--- src/rtl/piece_mover_pkg.sv ---
// Shared definitions for the falling-piece mover: FSM encoding, board size and edge masks.
// Board row r sits in bits [4r+3:4r]; row 0 is the top and row 7 is the bottom.
package piece_mover_pkg;

  localparam int ROWS = 8;
  localparam int COLS = 4;

  typedef enum logic [2:0] {
    GEN  = 3'd0,
    FALL = 3'd1,
    LOCK = 3'd2,
    OVER = 3'd3
  } state_t;

  localparam logic [31:0] COL0_MASK = 32'h1111_1111;
  localparam logic [31:0] COL3_MASK = 32'h8888_8888;
  localparam logic [31:0] ROW7_MASK = 32'hF000_0000;

endpackage

--- src/rtl/piece_collide.sv ---
// Combinational collision check of a candidate piece against the stack and the board edges.
// Zero latency, no flow control.
module piece_collide
  import piece_mover_pkg::*;
#(
  parameter int W = ROWS * COLS
) (
  input  logic [W-1:0] stack,
  input  logic [W-1:0] cand,
  output logic         overlap,
  output logic         hit_left,
  output logic         hit_right,
  output logic         hit_bottom
);

  assign overlap    = |(stack & cand);
  assign hit_left   = |(cand & COL0_MASK);
  assign hit_right  = |(cand & COL3_MASK);
  assign hit_bottom = |(cand & ROW7_MASK);

endmodule

--- src/rtl/piece_mover.sv ---
// Moves one falling piece over a settled stack: spawn, lateral moves, gravity ticks, lock.
// Accepted moves/ticks show on board_out one cycle later; requests outside their state are dropped.
module piece_mover #(
  parameter int ROWS = piece_mover_pkg::ROWS,
  parameter int COLS = piece_mover_pkg::COLS
) (
  input  logic                 clka,
  input  logic                 restart,
  input  logic                 spawn,
  input  logic [ROWS*COLS-1:0] board_in,
  input  logic [ROWS*COLS-1:0] piece_in,
  input  logic                 move_left,
  input  logic                 move_right,
  input  logic                 tick,
  output logic [ROWS*COLS-1:0] board_out,
  output logic [2:0]           state,
  output logic                 landed,
  output logic                 error
);
  import piece_mover_pkg::*;

  localparam int W = ROWS * COLS;

  state_t         state_q, state_d;
  logic [W-1:0]   stack_q, stack_d;
  logic [W-1:0]   piece_q, piece_d;
  logic           error_q, error_d;
  logic [W-1:0]   pos;

  logic cur_left, cur_right, left_ovl, right_ovl, pos_bottom, down_ovl;
  logic cur_ovl_n, cur_bot_n, l_l_n, l_r_n, l_b_n, r_l_n, r_r_n, r_b_n;
  logic p_ovl_n, p_l_n, p_r_n, d_l_n, d_r_n, d_b_n;

  piece_collide #(.W(W)) u_cur (
    .stack(stack_q), .cand(piece_q),
    .overlap(cur_ovl_n), .hit_left(cur_left), .hit_right(cur_right), .hit_bottom(cur_bot_n)
  );

  piece_collide #(.W(W)) u_left (
    .stack(stack_q), .cand(piece_q >> 1),
    .overlap(left_ovl), .hit_left(l_l_n), .hit_right(l_r_n), .hit_bottom(l_b_n)
  );

  piece_collide #(.W(W)) u_right (
    .stack(stack_q), .cand(piece_q << 1),
    .overlap(right_ovl), .hit_left(r_l_n), .hit_right(r_r_n), .hit_bottom(r_b_n)
  );

  // Gravity is judged on the position after this cycle's lateral move.
  piece_collide #(.W(W)) u_pos (
    .stack(stack_q), .cand(pos),
    .overlap(p_ovl_n), .hit_left(p_l_n), .hit_right(p_r_n), .hit_bottom(pos_bottom)
  );

  piece_collide #(.W(W)) u_down (
    .stack(stack_q), .cand(pos << COLS),
    .overlap(down_ovl), .hit_left(d_l_n), .hit_right(d_r_n), .hit_bottom(d_b_n)
  );

  logic unused_flags;
  assign unused_flags = ^{cur_ovl_n, cur_bot_n, l_l_n, l_r_n, l_b_n, r_l_n, r_r_n, r_b_n,
                          p_ovl_n, p_l_n, p_r_n, d_l_n, d_r_n, d_b_n};

  always_comb begin
    pos = piece_q;
    if (move_left && !move_right && !cur_left && !left_ovl)
      pos = piece_q >> 1;
    else if (move_right && !move_left && !cur_right && !right_ovl)
      pos = piece_q << 1;
  end

  always_ff @(posedge clka or posedge restart) begin
    if (restart) begin
      state_q <= GEN;
      stack_q <= '0;
      piece_q <= '0;
      error_q <= 1'b0;
    end else begin
      state_q <= state_d;
      stack_q <= stack_d;
      piece_q <= piece_d;
      error_q <= error_d;
    end
  end

  always_comb begin
    state_d = state_q;
    stack_d = stack_q;
    piece_d = piece_q;
    error_d = error_q;
    case (state_q)
      GEN: begin
        if (spawn) begin
          stack_d = board_in;
          if (|(piece_in & board_in)) begin
            piece_d = '0;
            error_d = 1'b1;
            state_d = OVER;
          end else begin
            piece_d = piece_in;
            state_d = FALL;
          end
        end
      end
      FALL: begin
        piece_d = pos;
        if (tick) begin
          if (pos_bottom || down_ovl) state_d = LOCK;
          else                        piece_d = pos << COLS;
        end
      end
      LOCK: begin
        stack_d = stack_q | piece_q;
        piece_d = '0;
        state_d = GEN;
      end
      OVER:    state_d = OVER;
      default: state_d = GEN;
    endcase
  end

  assign board_out = stack_q | piece_q;
  assign state     = state_q;
  assign landed    = (state_q == LOCK);
  assign error     = error_q;

endmodule

--- config.mk ---
export PLATFORM = sky130hd
export DESIGN_NAME = piece_mover
export DESIGN_NICKNAME = d
export VERILOG_FILES = /design/src/rtl/piece_mover_pkg.sv /design/src/rtl/piece_collide.sv /design/src/rtl/piece_mover.sv
export SDC_FILE = /design/constraint.sdc
export NUM_CORES = 1
export LEC_CHECK = 0
export ABC_CLOCK_PERIOD_IN_PS = 7700
export BUFFER_PORTS_ARGS = -buffer_cell sky130_fd_sc_hd__buf_2
export CAP_MARGIN = 20
export CORE_MARGIN = 10
export CORE_UTILIZATION = 45
export CTS_CLUSTER_DIAMETER = 200
export DETAILED_ROUTE_END_ITERATION = 7
export GPL_TIMING_DRIVEN = 0
export PLACE_DENSITY = 0.67
export SYNTH_ARGS = -nofsm -noshare
export SYNTH_HDL_FRONTEND = slang
export SYNTH_HIERARCHICAL = 1
export SYNTH_SLANG_ARGS = --single-unit
--- constraint.sdc ---
create_clock -name clka -period 7.7 [get_ports clka]
set_clock_uncertainty 0.2 [all_clocks]
set_input_delay 0 -clock clka [delete_from_list [all_inputs] [get_ports clka]]
set_output_delay 0 -clock clka [all_outputs]
set_load 0.01 [all_outputs]
==> results of run 1 <==
where the power goes:
group          switching, mW  internal [mW]
registers          0.0000705          0.352
logic                 0.0707         0.0569
clock network          0.172          0.324
metrics by stage:
stage / cells / area [um2]
2_1_floorplan: 640 / 5410
3_3_place_gp: 888 / 6110
3_5_place_dp: 888 / 6110
4_1_cts: 970 / 7120
5_1_grt: 971 / 7130
6_report: 973 / 7130
path summary, 6_finish.rpt:
kind / endpoint / slack [ns] / start / cells past startpoint
setup / recovery: piece_q[22]$_DFFE_PP0P_ / 2.09 / piece_q[12]$_DFFE_PP0P_ / 17
hold / removal: state[0]$_DFFE_PP0P_ / 0.03 / tick / 5
setup reg to reg: piece_q[22]$_DFFE_PP0P_ / 2.09 / piece_q[12]$_DFFE_PP0P_ / 17
hold reg to reg: error$_DFFE_PP0P_ / 0.27 / error$_DFFE_PP0P_ / 1
max in group asynchronous: piece_q[8]$_DFFE_PP0P_ / 6.52 / restart / 3
min in group asynchronous: stack_q[0]$_DFFE_PP0P_ / 0.20 / restart / 3
final cells by class:
cell class              count  area share
flip-flops and latches     67       0.235
clock inverters             5      0.0140
plain buffers              45      0.0358
inverters                   4     0.00246
repair buffers            172       0.167
well taps                 143      0.0251
multi-input cells         524       0.485
clock buffers              11      0.0340
diodes                      2    0.000702
flip-flops by register name, indices dropped and copies added, names as in the netlist:
signal / flops
state: 2
stack_q: 32
error: 1
piece_q: 32
timing repair:
item,4_1_cts,5_1_grt
gates resized for setup,0,0
setup buffers,0,0
endpoints found under the hold margin,132,0
hold buffers,66,0
metal layers:
layer,GRT usage,up-vias
met5,0,-
met4,0.146,0
met3,0.0493,76
met2,0.480,512
met1,0.425,3127
li1,-,2784
tightest hold or removal path, delay by kind of cell:
kind	cells	cell delay (ns)
buf+inv	1	0.10
simple gates	1	0.12
compound gates	3	0.33
==> load_flow_metrics.sql, run 1 <==
INSERT INTO impl_metrics (metric_group, metric, value, unit) VALUES
('layout', 'multiInputGateArea', '3460', 'um2'),
('critical_path', 'timing.critical_path.arrival', '5.63', 'ns'),
('clocking', 'clock_pin_slew_worst_setup_and_hold_paths', '0.06', 'ns'),
('critical_path', 'crit_chain', 'a22oi_1 > nand4_1 > or4_1 > nor4b_2 > buf_4 > buf_4 > mux2i_1 > a21oi_2 > a22oi_1 > nand4_1 > or4_1 > or3b_1 > and2_1 > buf_2 > buf_1 > a31oi_1 > a31oi_1', ''),
('clocking', 'cts.sink_count', '67', ''),
('critical_path', 'startpoint_type', 'flip-flop', ''),
('timing', 'final.hold.worst_slack', '0.0343', 'ns'),
('floorplan', 'core', '11600', 'um2'),
('power', 'post-layout-total-power', '0.977', 'mW'),
('global_route', 'maximum_number_of_pins_on_one_net_before_global_route_repair', '68', ''),
('clocking', 'number_of_buffers_added_by_the_clock_tree_synthesis_step', '9', ''),
('layout', 'layout-drive-gt1-share', '0.248', ''),
('floorplan', 'initial_utilization', '0.466', ''),
('place', 'hpwlAfterDp', '19900', 'um'),
('floorplan', 'design.die.area', '16700', 'um2'),
('synth', 'yosysWarningCount', '6', ''),
('synth', 'postSynthAreaPerCell', '8.49', 'um2'),
('route', 'routed-via-count', '6499', ''),
('clocking', 'cts.path.max_buffers', '2', ''),
('layout', 'utilization', '0.617', ''),
('route', 'routedLengthMet1', '10900', 'um'),
('route', 'avgRoutedWirePerCell', '27.2', 'um'),
('route', 'wirelength', '26500', 'um'),
('layout', 'final-seq-area', '1680', 'um2'),
('global_route', 'grt_first_pass_wirelength', '39300', 'um'),
('global_route', 'antenna_found_initial', '0', ''),
('clocking', 'cts_tree', 'done', ''),
('clocking', 'cts_max_level', '3', ''),
('timing', 'timing.fmax', '178', 'MHz'),
('clocking', 'clk-insertion-delay-late', '0.35', 'ns'),
('critical_path', 'cp_max_fo', '10', ''),
('route', 'ant_nets', '0', ''),
('route', 'drt-initial-drc-count', '981', ''),
('synth', 'synthCells', '634', ''),
('timing', 'unrepaired_setup_endpoints_after_global_routing', 'no', ''),
('synth', 'syn_area', '5390', 'um2'),
('route', 'route.top_layer_used', 'met4', ''),
('layout', 'area.growth.synth_to_final', '32.4', '%'),
('timing', 'max_slew.worst_pin.slew', '0.905', 'ns'),
('power', 'cellPowerDensity', '137', 'nW/um2'),
('global_route', 'first_global_vias', '6230', ''),
('timing', 'final-max-slew-violation-count', '0', ''),
('critical_path', 'critPathRequiredTime', '7.72', 'ns'),
('floorplan', 'floorplan.die.width', '129', 'um'),
('timing', 'finalWorstSetupSlack', '2.09', 'ns'),
('status', 'run_status', 'finished, final reports clean', ''),
('route', 'drt-pass1-iter-count', '7', ''),
('hold_path', 'timing.hold.worst.class', 'input pin to flip-flop', ''),
('timing', 'layout_min_cycle_time', '5.61', 'ns'),
('floorplan', 'placement_rows', '39', ''),
('critical_path', 'timing.setup.critical_path_class', 'flip-flop to flip-flop', ''),
('critical_path', 'critical_path.max_stage_delay', '0.62', 'ns'),
('timing', 'setup_viol', '0', ''),
('route', 'wl_met3', '2600', 'um'),
('job', 'max_cap_violations', '0', ''),
('timing', 'max-slew-margin-rel', '0.397', ''),
('place', 'port_buffers', '105', ''),
('global_route', 'grt_remaining_overflow', '0', ''),
('route', 'wl_met2', '12000', 'um'),
('critical_path', 'crit_slowest_cell', 'or4_1', ''),
('critical_path', 'timing.critical_path.to_type', 'flip-flop', ''),
('timing', 'fin_setup_tns', '0', 'ns'),
('power', 'vdd_drop_max', '0.144', 'mV'),
('critical_path', 'worst_path_buf_inv', '4', ''),
('route', 'drcViolationCount', '0', ''),
('place', 'gp_congestion', '1.03', ''),
('route', 'route.detailed.vias_per_inst', '6.68', ''),
('place', 'pre_cts_slack', '2.22', 'ns'),
('critical_path', 'path_delay_family', 'simple AND/OR/NAND/NOR gates', ''),
('layout', 'most_common_library_cell_in_the_layout_ignoring_fill_and_taps', 'buf_2', ''),
('power', 'p_leak', '3.08', 'nW'),
('layout', 'final.fill_count', '983', ''),
('floorplan', 'floorplan.io_pins', '107', ''),
('clocking', 'clockRootBuffer', 'clkbuf_16', ''),
('timing', 'finalHoldViolations', '0', ''),
('layout', 'most-common-layout-cells', 'buf_2, nand2_1, dfrtp_1, dlygate4sd3_1, a22oi_1', ''),
('layout', 'finish.net_count', '898', ''),
('timing', 'final.period_utilization', '0.728', ''),
('global_route', 'groute.usage.overall', '0.314', ''),
('floorplan', 'die_height', '129', 'um');
(Power assumes the default switching activity.)
==> run 2: changes to the inputs <==
- ABC_CLOCK_PERIOD_IN_PS: 7700 -> 5350
- clock period: 7.7 -> 5.35 ns (I/O delays scaled with it)
==> run 2 against run 1 <==
Against the previous run: sequential cell count unchanged; fmax increased by 5.5%; via count decreased by 0.17%; die area unchanged; sequential power increased by 44%; cell count increased by 0.92%; setup slack got worse by 2.1 ns; final area increased by 1.7%; combinational power increased by 46%; hold slack got worse by 0.0046 ns; non-clock buffer count increased by 10; critical path type unchanged.
==> load_flow_metrics.sql, run 2 (synthesized netlist as in run 1, its figures left out) <==
INSERT INTO impl_metrics (metric_group, metric, value, unit) VALUES
('global_route', 'antenna_found_initial', '0', ''),
('route', 'avgRoutedWirePerCell', '26.9', 'um'),
('timing', 'max-slew-margin-rel', '0.393', ''),
('route', 'routed-via-count', '6488', ''),
('status', 'run_status', 'finished, final reports clean', ''),
('layout', 'finish.net_count', '908', ''),
('global_route', 'groute.usage.overall', '0.314', ''),
('global_route', 'grt_first_pass_wirelength', '39300', 'um'),
('critical_path', 'startpoint_type', 'flip-flop', ''),
('global_route', 'first_global_vias', '6232', ''),
('clocking', 'cts.sink_count', '67', ''),
('power', 'comb_power_share', '0.133', ''),
('clocking', 'number_of_buffers_added_by_the_clock_tree_synthesis_step', '9', ''),
('clocking', 'clk-insertion-delay-late', '0.35', 'ns'),
('floorplan', 'die_height', '129', 'um'),
('place', 'port_buffers', '105', ''),
('hold_path', 'timing.hold.worst.class', 'input pin to flip-flop', ''),
('power', 'clock_power_share', '0.508', ''),
('timing', 'finalWorstSetupSlack', '0.0335', 'ns'),
('timing', 'unrepaired_setup_endpoints_after_global_routing', 'no', ''),
('floorplan', 'floorplan.io_pins', '107', ''),
('job', 'max_cap_violations', '0', ''),
('power', 'switching_share', '0.250', ''),
('floorplan', 'placement_rows', '39', ''),
('critical_path', 'critPathRequiredTime', '5.37', 'ns'),
('route', 'drt-pass1-iter-count', '6', ''),
('timing', 'layout_min_cycle_time', '5.32', 'ns'),
('timing', 'setup_viol', '0', ''),
('timing', 'max_slew.worst_pin.slew', '0.910', 'ns'),
('layout', 'utilization', '0.627', ''),
('layout', 'most_common_library_cell_in_the_layout_ignoring_fill_and_taps', 'buf_2', ''),
('floorplan', 'initial_utilization', '0.466', ''),
('critical_path', 'timing.critical_path.to_type', 'flip-flop', ''),
('clocking', 'clock_pin_slew_worst_setup_and_hold_paths', '0.06', 'ns'),
('clocking', 'cts.path.max_buffers', '2', ''),
('route', 'drt-initial-drc-count', '989', ''),
('timing', 'final.period_utilization', '0.994', ''),
('clocking', 'cts_tree', 'done', ''),
('power', 'cellPowerDensity', '194', 'nW/um2'),
('global_route', 'maximum_number_of_pins_on_one_net_before_global_route_repair', '68', ''),
('floorplan', 'floorplan.die.width', '129', 'um'),
('clocking', 'clockRootBuffer', 'clkbuf_16', ''),
('place', 'pre_cts_slack', '-0.130', 'ns'),
('global_route', 'grt_remaining_overflow', '0', ''),
('layout', 'most-common-layout-cells', 'buf_2, nand2_1, dlygate4sd3_1, o21ai_0, a22oi_1', ''),
('power', 'switchingPower', '0.352', 'mW'),
('timing', 'final.hold.worst_slack', '0.0297', 'ns'),
('critical_path', 'cp_max_fo', '10', ''),
('clocking', 'cts_max_level', '3', ''),
('place', 'hpwlAfterDp', '19900', 'um'),
('power', 'p_leak', '3.10', 'nW'),
('floorplan', 'core', '11600', 'um2'),
('power', 'power_report.internal_total', '1.06', 'mW'),
('timing', 'finalHoldViolations', '0', ''),
('route', 'ant_nets', '0', ''),
('power', 'vdd_drop_max', '0.208', 'mV'),
('route', 'route.detailed.vias_per_inst', '6.61', ''),
('critical_path', 'timing.critical_path.arrival', '5.33', 'ns'),
('route', 'drcViolationCount', '0', ''),
('timing', 'final-max-slew-violation-count', '0', ''),
('timing', 'timing.fmax', '188', 'MHz'),
('floorplan', 'design.die.area', '16700', 'um2'),
('power', 'seq_pwr_share', '0.359', ''),
('route', 'wirelength', '26500', 'um'),
('layout', 'layout-drive-gt1-share', '0.292', ''),
('critical_path', 'timing.setup.critical_path_class', 'flip-flop to flip-flop', ''),
('power', 'post-layout-total-power', '1.41', 'mW'),
('layout', 'area.growth.synth_to_final', '34.7', '%'),
('place', 'gp_congestion', '1.03', '');
==> run 2: metal layers <==
layer	up-vias	share of wire	wire, um	global-route usage
met4	0	0.039	1040	0.146
met2	487	0.45	11900	0.480
li1	2792	-	-	-
met5	-	0	0	0
met3	78	0.099	2610	0.0493
met1	3131	0.41	10900	0.426
==> run 2: area by class of cell <==
type / instances / area [um2]
flip-flops and latches: 67 / 1710
fillers: 971 / 4310
diodes: 1 / 2.50
multi-input cells: 524 / 3480
clock inverters: 5 / 100
inverters: 4 / 17.5
plain buffers: 45 / 262
clock buffers: 11 / 243
well taps: 143 / 179
repair buffers: 182 / 1270
==> run 2: stage by stage <==
stage                     instance area (um2)  setup TNS, ns  std cells
after floorplan                          5410              0        640
final                                    7250              0        982
after CTS                                7130              0        970
after detailed placement                 6110          -1.85        888
after global routing                     7250              0        981
after global placement                   6110          -1.31        888
==> run 2: what timing repair did <==
item	CTS	global route
endpoints found under the hold margin	132	0
hold buffers	66	0
pin swaps	0	1
endpoints found under the setup margin	24	31
gates resized for setup	6	25
setup buffers	0	10
==> run 2: power by group through the flow <==
stage | clock [mW] | sequential (mW) | combinational, mW
after floorplan | 0 | 0.516 | 0.0707
after global placement | 0 | 0.516 | 0.137
after detailed placement | 0 | 0.516 | 0.139
after CTS | 0.711 | 0.507 | 0.177
after global routing | 0.734 | 0.507 | 0.196
final | 0.717 | 0.507 | 0.187
==> run 2: final timing paths <==
check / slack (ns) / to / from / depth (start not counted)
min in group asynchronous: 0.20 / stack_q[22]$_DFFE_PP0P_ / restart / 3
hold / removal: 0.03 / state[0]$_DFFE_PP0P_ / tick / 5
setup / recovery: 0.03 / piece_q[0]$_DFFE_PP0P_ / piece_q[7]$_DFFE_PP0P_ / 17
max in group asynchronous: 4.10 / piece_q[7]$_DFFE_PP0P_ / restart / 3
setup reg to reg: 0.03 / piece_q[0]$_DFFE_PP0P_ / piece_q[7]$_DFFE_PP0P_ / 17
hold reg to reg: 0.27 / error$_DFFE_PP0P_ / error$_DFFE_PP0P_ / 1
==> run 2: worst max-delay path: stages, from the launching register on <==
cell	delay, ns
dfrtp_2	0.51
a22oi_1	0.27
nand4_1	0.15
or4_1	0.55
nor4b_2	0.24
buf_4	0.23
buf_6	0.20
mux2i_1	0.20
o21ai_1	0.19
a22oi_1	0.26
nand4_1	0.18
or4_1	0.63
or3b_4	0.46
and2_1	0.15
buf_2	0.20
and2_1	0.24
a22oi_1	0.20
o21ai_1	0.11
==> run 3: changes to the inputs <==
--- a/config.mk
+++ b/config.mk
@@ -16,2 +16,3 @@
 export PLACE_DENSITY = 0.67
+export SKIP_CTS_REPAIR_TIMING = 1
 export SYNTH_ARGS = -nofsm -noshare
==> constraint.sdc (replaced) <==
create_clock -name clka -period 5.35 [get_ports clka]
set_clock_uncertainty 0.2 [all_clocks]
set_input_delay 0.535 -clock clka [delete_from_list [all_inputs] [get_ports clka]]
set_output_delay 0.535 -clock clka [all_outputs]
set_load 0.01 [all_outputs]
==> run 3 against run 2 <==
Against the previous run: final area down 8.9%; sequential share of layout area up 2.3 points; fmax about the same; register-to-register slack about the same; utilization down 5.6 points; sequential cell count unchanged; sequential power about the same; cell count down 6.6%; critical path type unchanged.
==> load_flow_metrics.sql, run 3 (synthesized netlist as in run 1, its figures left out) <==
INSERT INTO impl_metrics (metric_group, metric, value, unit) VALUES
('status', 'run_status', 'finished, final reports clean', ''),
('critical_path', 'worst_r2r_startpoint', 'piece_q[7]$_DFFE_PP0P_', ''),
('job', 'max_cap_violations', '0', ''),
('critical_path', 'startpoint_type', 'flip-flop', ''),
('route', 'avgRoutedWirePerCell', '27.7', 'um'),
('critical_path', 'timing.critical_path.to_type', 'flip-flop', ''),
('critical_path', 'worst_path_buf_inv', '4', ''),
('clocking', 'clock_pin_slew_worst_setup_and_hold_paths', '0.06', 'ns'),
('floorplan', 'die_height', '129', 'um'),
('global_route', 'first_global_vias', '5816', ''),
('layout', 'finish.net_count', '844', ''),
('route', 'routed-via-count', '6150', ''),
('floorplan', 'placement_rows', '39', ''),
('timing', 'fin_setup_tns', '0', 'ns'),
('critical_path', 'critPathRequiredTime', '5.37', 'ns'),
('layout', 'layout-drive-gt1-share', '0.319', ''),
('critical_path', 'crit_chain', 'a22oi_1 > nand4_1 > or4_1 > nor4b_2 > buf_4 > buf_6 > mux2i_1 > o21ai_1 > a22oi_1 > nand4_1 > or4_1 > or3b_4 > and2_1 > buf_2 > buf_2 > a31oi_1 > a31oi_1', ''),
('global_route', 'groute.usage.overall', '0.299', ''),
('place', 'hpwlAfterDp', '19900', 'um'),
('floorplan', 'floorplan.io_pins', '107', ''),
('power', 'post-layout-total-power', '1.37', 'mW'),
('clocking', 'clk-insertion-delay-late', '0.35', 'ns'),
('critical_path', 'path_delay_family', 'simple AND/OR/NAND/NOR gates', ''),
('layout', 'area.growth.synth_to_final', '22.7', '%'),
('route', 'wirelength', '25400', 'um'),
('power', 'p_leak', '2.84', 'nW'),
('critical_path', 'crit_slowest_cell', 'or4_1', ''),
('clocking', 'clockRootBuffer', 'clkbuf_16', ''),
('timing', 'unrepaired_setup_endpoints_after_global_routing', 'no', ''),
('layout', 'most_common_library_cell_in_the_layout_ignoring_fill_and_taps', 'buf_2', ''),
('clocking', 'cts_tree', 'done', ''),
('critical_path', 'worst_r2r_dst', 'piece_q[14]$_DFFE_PP0P_', ''),
('timing', 'layout_min_cycle_time', '5.31', 'ns'),
('critical_path', 'timing.setup.critical_path_class', 'flip-flop to flip-flop', ''),
('timing', 'final.period_utilization', '0.993', ''),
('clocking', 'cts.path.max_buffers', '2', ''),
('place', 'port_buffers', '105', ''),
('timing', 'setup_viol', '0', ''),
('global_route', 'grt_first_pass_wirelength', '37300', 'um'),
('clocking', 'cts_max_level', '3', ''),
('floorplan', 'floorplan.die.width', '129', 'um'),
('global_route', 'maximum_number_of_pins_on_one_net_before_global_route_repair', '68', ''),
('critical_path', 'timing.critical_path.arrival', '5.33', 'ns'),
('floorplan', 'core', '11600', 'um2'),
('place', 'gp_congestion', '1.03', ''),
('timing', 'final-max-slew-violation-count', '0', ''),
('route', 'drt-pass1-iter-count', '5', ''),
('layout', 'most-common-layout-cells', 'buf_2, nand2_1, o21ai_0, a22oi_1, mux2i_1', ''),
('hold_path', 'timing.hold.worst.class', 'input pin to async pin', ''),
('timing', 'finalHoldViolations', '0', ''),
('critical_path', 'worstRegToRegCells', '17', ''),
('place', 'post_dp_cell_area', '6110', 'um2'),
('floorplan', 'initial_utilization', '0.466', ''),
('layout', 'insertedDiodeCount', '0', ''),
('clocking', 'cts.sink_count', '67', ''),
('global_route', 'grt_remaining_overflow', '0', ''),
('timing', 'max_slew.worst_pin.slew', '0.902', 'ns'),
('layout', 'utilization', '0.571', ''),
('route', 'drcViolationCount', '0', ''),
('layout', 'final_cell_area', '6610', 'um2'),
('timing', 'max-slew-margin-rel', '0.399', ''),
('power', 'vdd_drop_max', '0.203', 'mV'),
('route', 'route.detailed.vias_per_inst', '6.71', ''),
('timing', 'timing.fmax', '188', 'MHz'),
('route', 'drt-initial-drc-count', '864', ''),
('floorplan', 'design.die.area', '16700', 'um2'),
('clocking', 'number_of_buffers_added_by_the_clock_tree_synthesis_step', '9', ''),
('global_route', 'antenna_found_initial', '0', ''),
('route', 'ant_nets', '0', ''),
('power', 'cellPowerDensity', '207', 'nW/um2'),
('critical_path', 'r2r_slack', '0.04', 'ns'),
('critical_path', 'cp_max_fo', '10', ''),
('critical_path', 'critical_path.max_stage_delay', '0.63', 'ns');
[run 3: cell types whose count changed in the layout (fill, tap and decap cells not counted)]
cell | before | now
buf_4 | 16 | 19
dlygate4sd3_1 | 66 | 0
diode_2 | 1 | 0
clkbuf_4 | 1 | 0
[run 3: final cells by class]
| cell class | count | area, um2 |
|---|---|---|
| Clock buffer | 11 | 243 |
| Sequential cell | 67 | 1710 |
| Multi-Input combinational cell | 524 | 3480 |
| Timing Repair Buffer | 118 | 623 |
| Tap cell | 143 | 179 |
| Inverter | 4 | 17.5 |
| Fill cell | 1049 | 4960 |
| Clock inverter | 5 | 100 |
| Buffer | 45 | 262 |
[run 3: worst max-delay path by stage]
stage / startpoint / to / slack (ns) / depth (start not counted)
6_report: piece_q[7]$_DFFE_PP0P_ / piece_q[14]$_DFFE_PP0P_ / 0.04 / 17
5_1_grt: stack_q[13]$_DFFE_PP0P_ / piece_q[15]$_DFFE_PP0P_ / 0.007 / 17
4_1_cts: piece_q[9]$_DFFE_PP0P_ / piece_q[14]$_DFFE_PP0P_ / -0.14 / 17
3_5_place_dp: piece_q[9]$_DFFE_PP0P_ / piece_q[14]$_DFFE_PP0P_ / -0.13 / 17
3_3_place_gp: piece_q[9]$_DFFE_PP0P_ / piece_q[19]$_DFFE_PP0P_ / -0.09 / 17
2_1_floorplan: piece_q[23]$_DFFE_PP0P_ / piece_q[10]$_DFFE_PP0P_ / 0.80 / 17
[run 3: stage by stage]
stage                     hold WS (ns)  instances  setup WS, ns
after floorplan                  0.306        640         0.798
after global placement           0.262        888       -0.0916
after detailed placement         0.266        888        -0.130
after CTS                        0.220        904        -0.136
after global routing             0.256        917       0.00662
final                            0.186        917        0.0384
[run 3: per-layer routing]
layer | part of all wire | track usage
met5 | 0 | 0
met4 | 0.025 | 0.110
met3 | 0.096 | 0.0493
met2 | 0.45 | 0.455
met1 | 0.43 | 0.418
[run 3: power breakdown]
part / internal [mW] / leakage, nW / total [mW] / switching (mW)
clock network: 0.467 / 0.169 / 0.716 / 0.249
registers: 0.507 / 0.888 / 0.507 / 0.000100
logic: 0.0534 / 1.78 / 0.147 / 0.0938
